`src/rtl/rr_sel_sched_v_pkg.sv`:
```
// Shared constants and types for the round-robin mux scheduler.
// State encoding, channel count and code width live here.
package rr_sel_sched_v_pkg;

  localparam int NCH = 4;
  localparam int CW  = 8;

  typedef enum logic [1:0] {
    ST_IDLE = 2'd0,
    ST_SEL  = 2'd1,
    ST_HOLD = 2'd2
  } state_e;

  function automatic logic [NCH-1:0] onehot(input logic [1:0] idx);
    onehot = '0;
    onehot[idx] = 1'b1;
  endfunction

endpackage

```
`src/rtl/rr_sel_sched_v_mux.sv`:
```
// 4:1 8-bit mux with enable; output is zero when disabled.
// Select and enable come from the scheduler.
module MUX_4_1_8_bit_v
  import rr_sel_sched_v_pkg::*;
(
  input  logic [1:0]    i_sel,
  input  logic          i_en,
  input  logic [CW-1:0] i_d0,
  input  logic [CW-1:0] i_d1,
  input  logic [CW-1:0] i_d2,
  input  logic [CW-1:0] i_d3,
  output logic [CW-1:0] o_y
);

  always_comb begin
    o_y = '0;
    if (i_en) begin
      unique case (i_sel)
        2'd0: o_y = i_d0;
        2'd1: o_y = i_d1;
        2'd2: o_y = i_d2;
        2'd3: o_y = i_d3;
        default: o_y = '0;
      endcase
    end
  end

endmodule

```
`src/rtl/rr_sel_sched_v.sv`:
```
// Round-robin scheduler steering four code sources through a 4:1 mux,
// capturing the winner and handing it downstream with valid/ready.
module rr_sel_sched_v
  import rr_sel_sched_v_pkg::*;
#(
  parameter logic [1:0] RST_PTR = 2'd3
) (
  input  logic           i_clk,
  input  logic           i_rst,
  input  logic [NCH-1:0] i_req,
  input  logic [CW-1:0]  i_code_0,
  input  logic [CW-1:0]  i_code_1,
  input  logic [CW-1:0]  i_code_2,
  input  logic [CW-1:0]  i_code_3,
  input  logic           i_ready,
  output logic [1:0]     o_sel_code,
  output logic           o_en,
  output logic [CW-1:0]  o_code,
  output logic           o_valid,
  output logic [NCH-1:0] o_grant
);

  state_e         state_q, state_d;
  logic [1:0]     sel_q, sel_d;
  logic [1:0]     ptr_q, ptr_d;
  logic [CW-1:0]  code_q, code_d;
  logic           valid_q, valid_d;
  logic [NCH-1:0] grant_q, grant_d;
  logic [NCH-1:0] cand;
  logic [1:0]     win;
  logic [1:0]     idx;
  logic           hit;
  logic [CW-1:0]  mux_y;

  assign o_en = (state_q == ST_SEL);

  MUX_4_1_8_bit_v u_mux (
    .i_sel (sel_q),
    .i_en  (o_en),
    .i_d0  (i_code_0),
    .i_d1  (i_code_1),
    .i_d2  (i_code_2),
    .i_d3  (i_code_3),
    .o_y   (mux_y)
  );

  // In HOLD the channel just served is out of the running.
  always_comb begin
    cand = i_req;
    if (state_q == ST_HOLD)
      cand = i_req & ~onehot(ptr_q);
    win = '0;
    hit = 1'b0;
    idx = '0;
    for (int i = 1; i <= NCH; i++) begin
      idx = ptr_q + 2'(i);
      if (!hit && cand[idx]) begin
        win = idx;
        hit = 1'b1;
      end
    end
  end

  always_comb begin
    state_d = state_q;
    sel_d   = sel_q;
    ptr_d   = ptr_q;
    code_d  = code_q;
    valid_d = valid_q;
    grant_d = '0;
    unique case (state_q)
      ST_IDLE: begin
        if (hit) begin
          sel_d   = win;
          state_d = ST_SEL;
        end
      end
      ST_SEL: begin
        code_d  = mux_y;
        valid_d = 1'b1;
        grant_d = onehot(sel_q);
        ptr_d   = sel_q;
        state_d = ST_HOLD;
      end
      ST_HOLD: begin
        if (i_ready) begin
          valid_d = 1'b0;
          if (hit) begin
            sel_d   = win;
            state_d = ST_SEL;
          end else begin
            state_d = ST_IDLE;
          end
        end
      end
      default: state_d = ST_IDLE;
    endcase
  end

  always_ff @(posedge i_clk) begin
    if (i_rst) begin
      state_q <= ST_IDLE;
      sel_q   <= '0;
      ptr_q   <= RST_PTR;
      code_q  <= '0;
      valid_q <= 1'b0;
      grant_q <= '0;
    end else begin
      state_q <= state_d;
      sel_q   <= sel_d;
      ptr_q   <= ptr_d;
      code_q  <= code_d;
      valid_q <= valid_d;
      grant_q <= grant_d;
    end
  end

  assign o_sel_code = sel_q;
  assign o_code     = code_q;
  assign o_valid    = valid_q;
  assign o_grant    = grant_q;

endmodule

```
`config.mk`:
```
export PLATFORM = sky130hd
export DESIGN_NAME = rr_sel_sched_v
export DESIGN_NICKNAME = d
export VERILOG_FILES = /design/src/rtl/rr_sel_sched_v_pkg.sv /design/src/rtl/rr_sel_sched_v_mux.sv /design/src/rtl/rr_sel_sched_v.sv
export SDC_FILE = /design/constraint.sdc
export NUM_CORES = 1
export LEC_CHECK = 0
export CAP_MARGIN = 20
export CORE_ASPECT_RATIO = 2
export CORE_MARGIN = 3
export CORE_UTILIZATION = 36
export CTS_CLUSTER_SIZE = 16
export DETAILED_ROUTE_END_ITERATION = 8
export GPL_TIMING_DRIVEN = 0
export PLACE_DENSITY = 0.71
export SLEW_MARGIN = 30
export SYNTH_ARGS = -nofsm -noshare
export SYNTH_HDL_FRONTEND = slang
export SYNTH_SLANG_ARGS = --single-unit
```
`constraint.sdc`:
```
create_clock -name i_clk -period 2.25 [get_ports i_clk]
set_clock_uncertainty 0.2 [all_clocks]
set_input_delay 0.225 -clock i_clk [delete_from_list [all_inputs] [get_ports i_clk]]
set_output_delay 0.225 -clock i_clk [all_outputs]
set_load 0.05 [all_outputs]
```
# Yosys cells after proc, flatten, opt, wreduce, memory -nomap -nowiden
# Index checks and enable logic that the tools add are counted.
# word_totals
regBits	19
latchBits	0
ram_bits	0
romBits	0
input_bits	39
output_inout_bits	16
word_cells	73
n_memories	0
# classes
n_addsub	3
n_mul	0
div	0
order_cmp	7
n_eq_ne	7
shifts	0
muxes	31
bitwise	3
n_reduce_logical	16
# op_table
cell	n
$pmux W8 S4	1
$mux W2	8
$lt A2 B3 Y1 const B	5
$mux W1	12
$bmux W1 S2	4
$eq A2 B2 Y1 const B	3
$pmux W2 S3	1
$reduce_and A2 Y1	3
$logic_and A1 B1 Y1	5
$add A2 B2 Y2 const B	2
$and A4 B4 Y4	1
$demux W1 S2	2
$eq A2 B1 Y1 const B	2
$ge A2 B1 Y1 const B	2
$logic_not A2 Y1	2
$mux W4	1
$ne A2 B2 Y1 const B	2
$not A4 Y4	1
$pmux W2 S2	1
$reduce_bool A2 Y1	2
$logic_not A1 Y1	3
$add A2 B1 Y2 const B	1
$pmux W1 S2	1
$reduce_or A2 Y1	1
$not A1 Y1	1

# Logic depth before layout (Yosys ltp)
# logic_depth
ltp_word	22
depth_mapped	8
mapped_depth_nobuf	7

# Cells and area by module
# Synthesis repeated with hierarchy kept, for this count alone.
# unflattened
cells_unflattened	160
area_unflattened_um2	1333.8
# by_module_without_submodules
mod	n_inst	cells_each	area_each_um2	seq_area_each_um2
rr_sel_sched_v	1	131	1078.5	380.4
MUX_4_1_8_bit_v	1	29	255.2	0.0

# Worst setup path after synthesis
# OpenSTA, ideal clock, no wires.
# synth_timing
kind	register -> register
start	register sel_q[0] (netlist: o_sel_code[0])
end	register code_q[4] (netlist: o_code[4])
setup_time_ps	132
arrival_ps	1730
required_ps	1918
slack_ps	188
path_stages_with_launch	6
path_buffers	2
period_less_slack_ps	2062
cell_sequence	dfxtp_1 -> buf_2 -> buf_2 -> mux4_2 -> nand2_1 -> a21oi_1
# synth_via
elab_chain_len	2
elab_cells_between_ends	5
cone_classes	eq/ne: 3; mux: 1; reduce/logical: 1
# synth_rtl
item	line	rtl
start: declaration	rr_sel_sched_v.sv:24	logic [1:0] sel_q, sel_d;
start signal: assignment	rr_sel_sched_v.sv:110	sel_q <= sel_d;
$eq A2 B2 Y1 (tied with other cells)	rr_sel_sched_v_mux.sv:18	unique case (i_sel)
$pmux W8 S4 (*)	rr_sel_sched_v_mux.sv:18	
end signal: assignment	rr_sel_sched_v.sv:112	code_q <= code_d;
end: declaration	rr_sel_sched_v.sv:26	logic [CW-1:0] code_q, code_d;
# Every way passes the cells marked *; elsewhere a longest branch is shown, timed or not.
# A chain may end at the register's enable or synchronous reset.

# Worst setup path in the final report
# layout_timing
start	register ptr_q[0]
end	register sel_q[0] (netlist: o_sel_code[0])
# layout_via
elab_chain_len	22
elab_cells_between_ends	36
cone_classes	add/sub: 3; order compare: 2; mux: 22; bitwise: 2; reduce/logical: 7
# layout_rtl
item	line	rtl
start: declaration	rr_sel_sched_v.sv:25	logic [1:0] ptr_q, ptr_d;
start signal: assignment	rr_sel_sched_v.sv:111	ptr_q <= ptr_d;
$lt A2 B3 Y1 (not written as such) / $ge A2 B1 Y1 (equally long branches)	rr_sel_sched_v_pkg.sv:16	onehot[idx] = 1'b1;
$logic_and A1 B1 Y1 (not written as such)	rr_sel_sched_v_pkg.sv:16	
$mux W1 (not written as such)	rr_sel_sched_v_pkg.sv:16	
$demux W1 S2	rr_sel_sched_v_pkg.sv:16	
$not A4 Y4	rr_sel_sched_v.sv:51	cand = i_req & ~onehot(ptr_q);
$and A4 B4 Y4	rr_sel_sched_v.sv:51	
$mux W4	rr_sel_sched_v.sv:50	if (state_q == ST_HOLD)
$bmux W1 S2	rr_sel_sched_v.sv:57	if (!hit && cand[idx]) begin
[... 6 more ...]	-	
$logic_and A1 B1 Y1	rr_sel_sched_v.sv:57	
$mux W1	rr_sel_sched_v.sv:57	
$logic_not A1 Y1	rr_sel_sched_v.sv:57	
$logic_and A1 B1 Y1	rr_sel_sched_v.sv:57	
$mux W2 / $mux W1 (equally long branches)	rr_sel_sched_v.sv:57	
$mux W2 (*)	rr_sel_sched_v.sv:73, rr_sel_sched_v.sv:88	
$mux W2	rr_sel_sched_v.sv:86	if (i_ready) begin
$pmux W2 S2 (*)	rr_sel_sched_v.sv:71	unique case (state_q)
# Every way passes the cells marked *; elsewhere a longest branch is shown, timed or not. The select of a mux whose other input is x is not followed.

==> metrics <==
clock buffer depth=2; non-filler cells, final=221; max-slew violations=0; gr ovfl total=0; largest net degree at the start of global routing=11; Avg Vias per Cell=5.61; port buffer count=54; commonest non-fill, non-tap cell in the layout=clkdlybuf4s50_1; share of layout cells above drive strength 1=0.137; CTS H-tree depth=1; post-DP HPWL=2980 um; #FFs+latches synth=19; Tmin final=2.12 ns; Pwr Density=630 nW/um^2; Num CTS Buffers=3; relative slew slack=0.651; Initial Utilization=0.380; Tightest Pin Transition=0.521 ns; final period utilization=0.941; Iter 0 DRT Violations=49; CTS tree=yes; ANT nets after route=0; GP Congestion=0.895; post-DR wirelength/cell=15.9 um; area grow syn2layout=52.5%; final setup vio count=0; largest fanout on the critical path=10; sequential share of the synthesized area=0.314; number of global-route vias before repair=1291; die width=47.0 um; RSZ-0062 raised after global routing=no; Pleak=0.738 nW; core area=3190 sq um; cell area after placement=1790 sq um; CP max stage cell=dfxtp_2; Worst-path clk slew=0.06 ns; drt first pass iters=4; crit start category=flip-flop; Die Footprint=4140 sq um; Power, Total=1.17 mW; max_cap viols=0; Cell Area, Synth=1210 sq um; Nets=234; dpl cells=217; first-pass GRT wire length=5350 um; Syn Inst Count=132; CP peak stage delay=0.38 ns; Fmax achieved=472 MHz; final WL=3520 um; Tot GR Track Use=0.172; critical path arrival=2.07 ns; Peak VDD IR=0.367 mV; result of the run=finished clean; Netlist cell types=36; num rows=29; clk sinks=19; later-pin clock latency in the skew report=0.25 ns; diode count=0; Avg Inst Size Synth=9.18 sq um; DR DRC count=0; Worst Hold Class=reg -> reg; Die Y=88.1 um; Root Driver=clkbuf_8; critical-path cell list=buf_4 -> inv_1 -> ha_4 -> mux2_2 -> a21oi_1 -> o21ai_1 -> o32ai_1; Mapped Nets=175; Worst setup EP type=flip-flop; Crit Path Category=reg -> reg; Final Hold Fails=0; Syn. warnings=0; io pins=55; initial antenna violation count=0; Design Area, Final=1850 sq um; most frequent cells in the layout=53 x clkdlybuf4s50_1, 21 x nand2_1, 17 x dfxtp_1; Util after Layout=0.579; required time worst endpoint=2.21 ns; via count=1240
[worst max-delay path, delay by kind of cell (launching register included)]
| family | cells | cell delay [ns] |
|---|---|---|
| muxes | 1 | 0.33 |
| DFF | 1 | 0.38 |
| AOI/OAI and AO/OA | 3 | 0.51 |
| adders and majority gates | 1 | 0.31 |
| buffers and inverters | 2 | 0.30 |
[per-layer routing]
metal | vias up | wire length [um] | GRT usage
met1 | 571 | 1180 | 0.159
met3 | 10 | 385 | 0.0267
li1 | 593 | - | -
met4 | 0 | 69 | 0.0680
met2 | 66 | 1890 | 0.340
met5 | - | 0 | 0
[path summary, 6_finish.rpt]
kind              from       endpoint  depth (start not counted)  slack [ns]
min          o_code[6]      o_code[6]                          2        0.26
max           ptr_q[0]  o_sel_code[0]                          7        0.13
max reg2reg   ptr_q[0]  o_sel_code[0]                          7        0.13
min reg2reg  o_code[6]      o_code[6]                          2        0.26
[metrics by stage]
| stage | setup TNS [ns] | setup slack [ns] | hold slack (ns) |
|---|---|---|---|
| 6_report | 0 | 0.132 | 0.256 |
| 5_1_grt | 0 | 0.0299 | 0.277 |
| 4_1_cts | 0 | 0.00725 | 0.257 |
| 3_5_place_dp | -0.0134 | -0.0134 | 0.248 |
| 3_3_place_gp | 0 | 0.0228 | 0.245 |
| 2_1_floorplan | 0 | 0.188 | 0.232 |
[registers in the layout (all words and copies together) (netlist names)]
register,flops
ptr_q,2
o_code,8
state_q,2
o_sel_code,2
o_grant,4
o_valid,1
[cell usage after synthesis, drive strengths merged]
| cell type | n | area [sq um] |
|---|---|---|
| nand2 | 21 | 78.8 |
| dfxtp | 19 | 380 |
| a21oi | 13 | 65.1 |
| mux4 | 8 | 180 |
| buf | 6 | 38.8 |
| inv | 6 | 22.5 |
| nor2 | 6 | 22.5 |
| nand3b | 5 | 62.6 |
| nor2b | 5 | 31.3 |
| o21ai | 5 | 25.0 |
| clkbuf | 4 | 15.0 |
| ha | 4 | 50.1 |
| nand2b | 4 | 25.0 |
| nand3 | 4 | 20.0 |
| a211o | 2 | 17.5 |
| a211oi | 2 | 15.0 |
| a32o | 2 | 20.0 |
| mux2 | 2 | 26.3 |
| nor4b | 2 | 17.5 |
| or2 | 2 | 12.5 |
| a2111o | 1 | 11.3 |
| a221oi | 1 | 8.76 |
| a22oi | 1 | 7.51 |
| a311oi | 1 | 8.76 |
| a31oi | 1 | 6.26 |
| and4b | 1 | 10.0 |
| nor4 | 1 | 6.26 |
| o2111a | 1 | 11.3 |
| o21a | 1 | 7.51 |
| o32ai | 1 | 8.76 |
[area by class of cell]
| class | instances | area [sq um] |
|---|---|---|
| well taps | 31 | 38.8 |
| flip-flops and latches | 19 | 383 |
| repair buffers | 54 | 536 |
| multi-input cells | 97 | 768 |
| fillers | 299 | 1340 |
| clock buffers | 4 | 45.0 |
| inverters | 6 | 22.5 |
| plain buffers | 10 | 56.3 |
[power breakdown]
group          switching [mW]  internal (mW)
clock network          0.0957          0.125
logic                   0.290          0.252
registers              0.0282          0.374
[what timing repair did]
| action | in CTS | in global routing |
|---|---|---|
| hold buffers | 0 | 0 |
| endpoints found under the hold margin | 0 | 0 |
| buffers inserted | 0 | 0 |
| setup endpoints to repair | 2 | 2 |
| resized for setup | 2 | 5 |
| cloned | 0 | 0 |
[kinds of logic after synthesis]
logic type | share of synthesized area
AND/OR/NAND/NOR | 0.236
AO/OA/AOI/OAI | 0.175
flip-flops | 0.314
buffers and inverters | 0.0629
multiplexers | 0.170
adder cells (fa/ha/maj) | 0.0413
No activity file was read; power rests on OpenSTA's default activity.
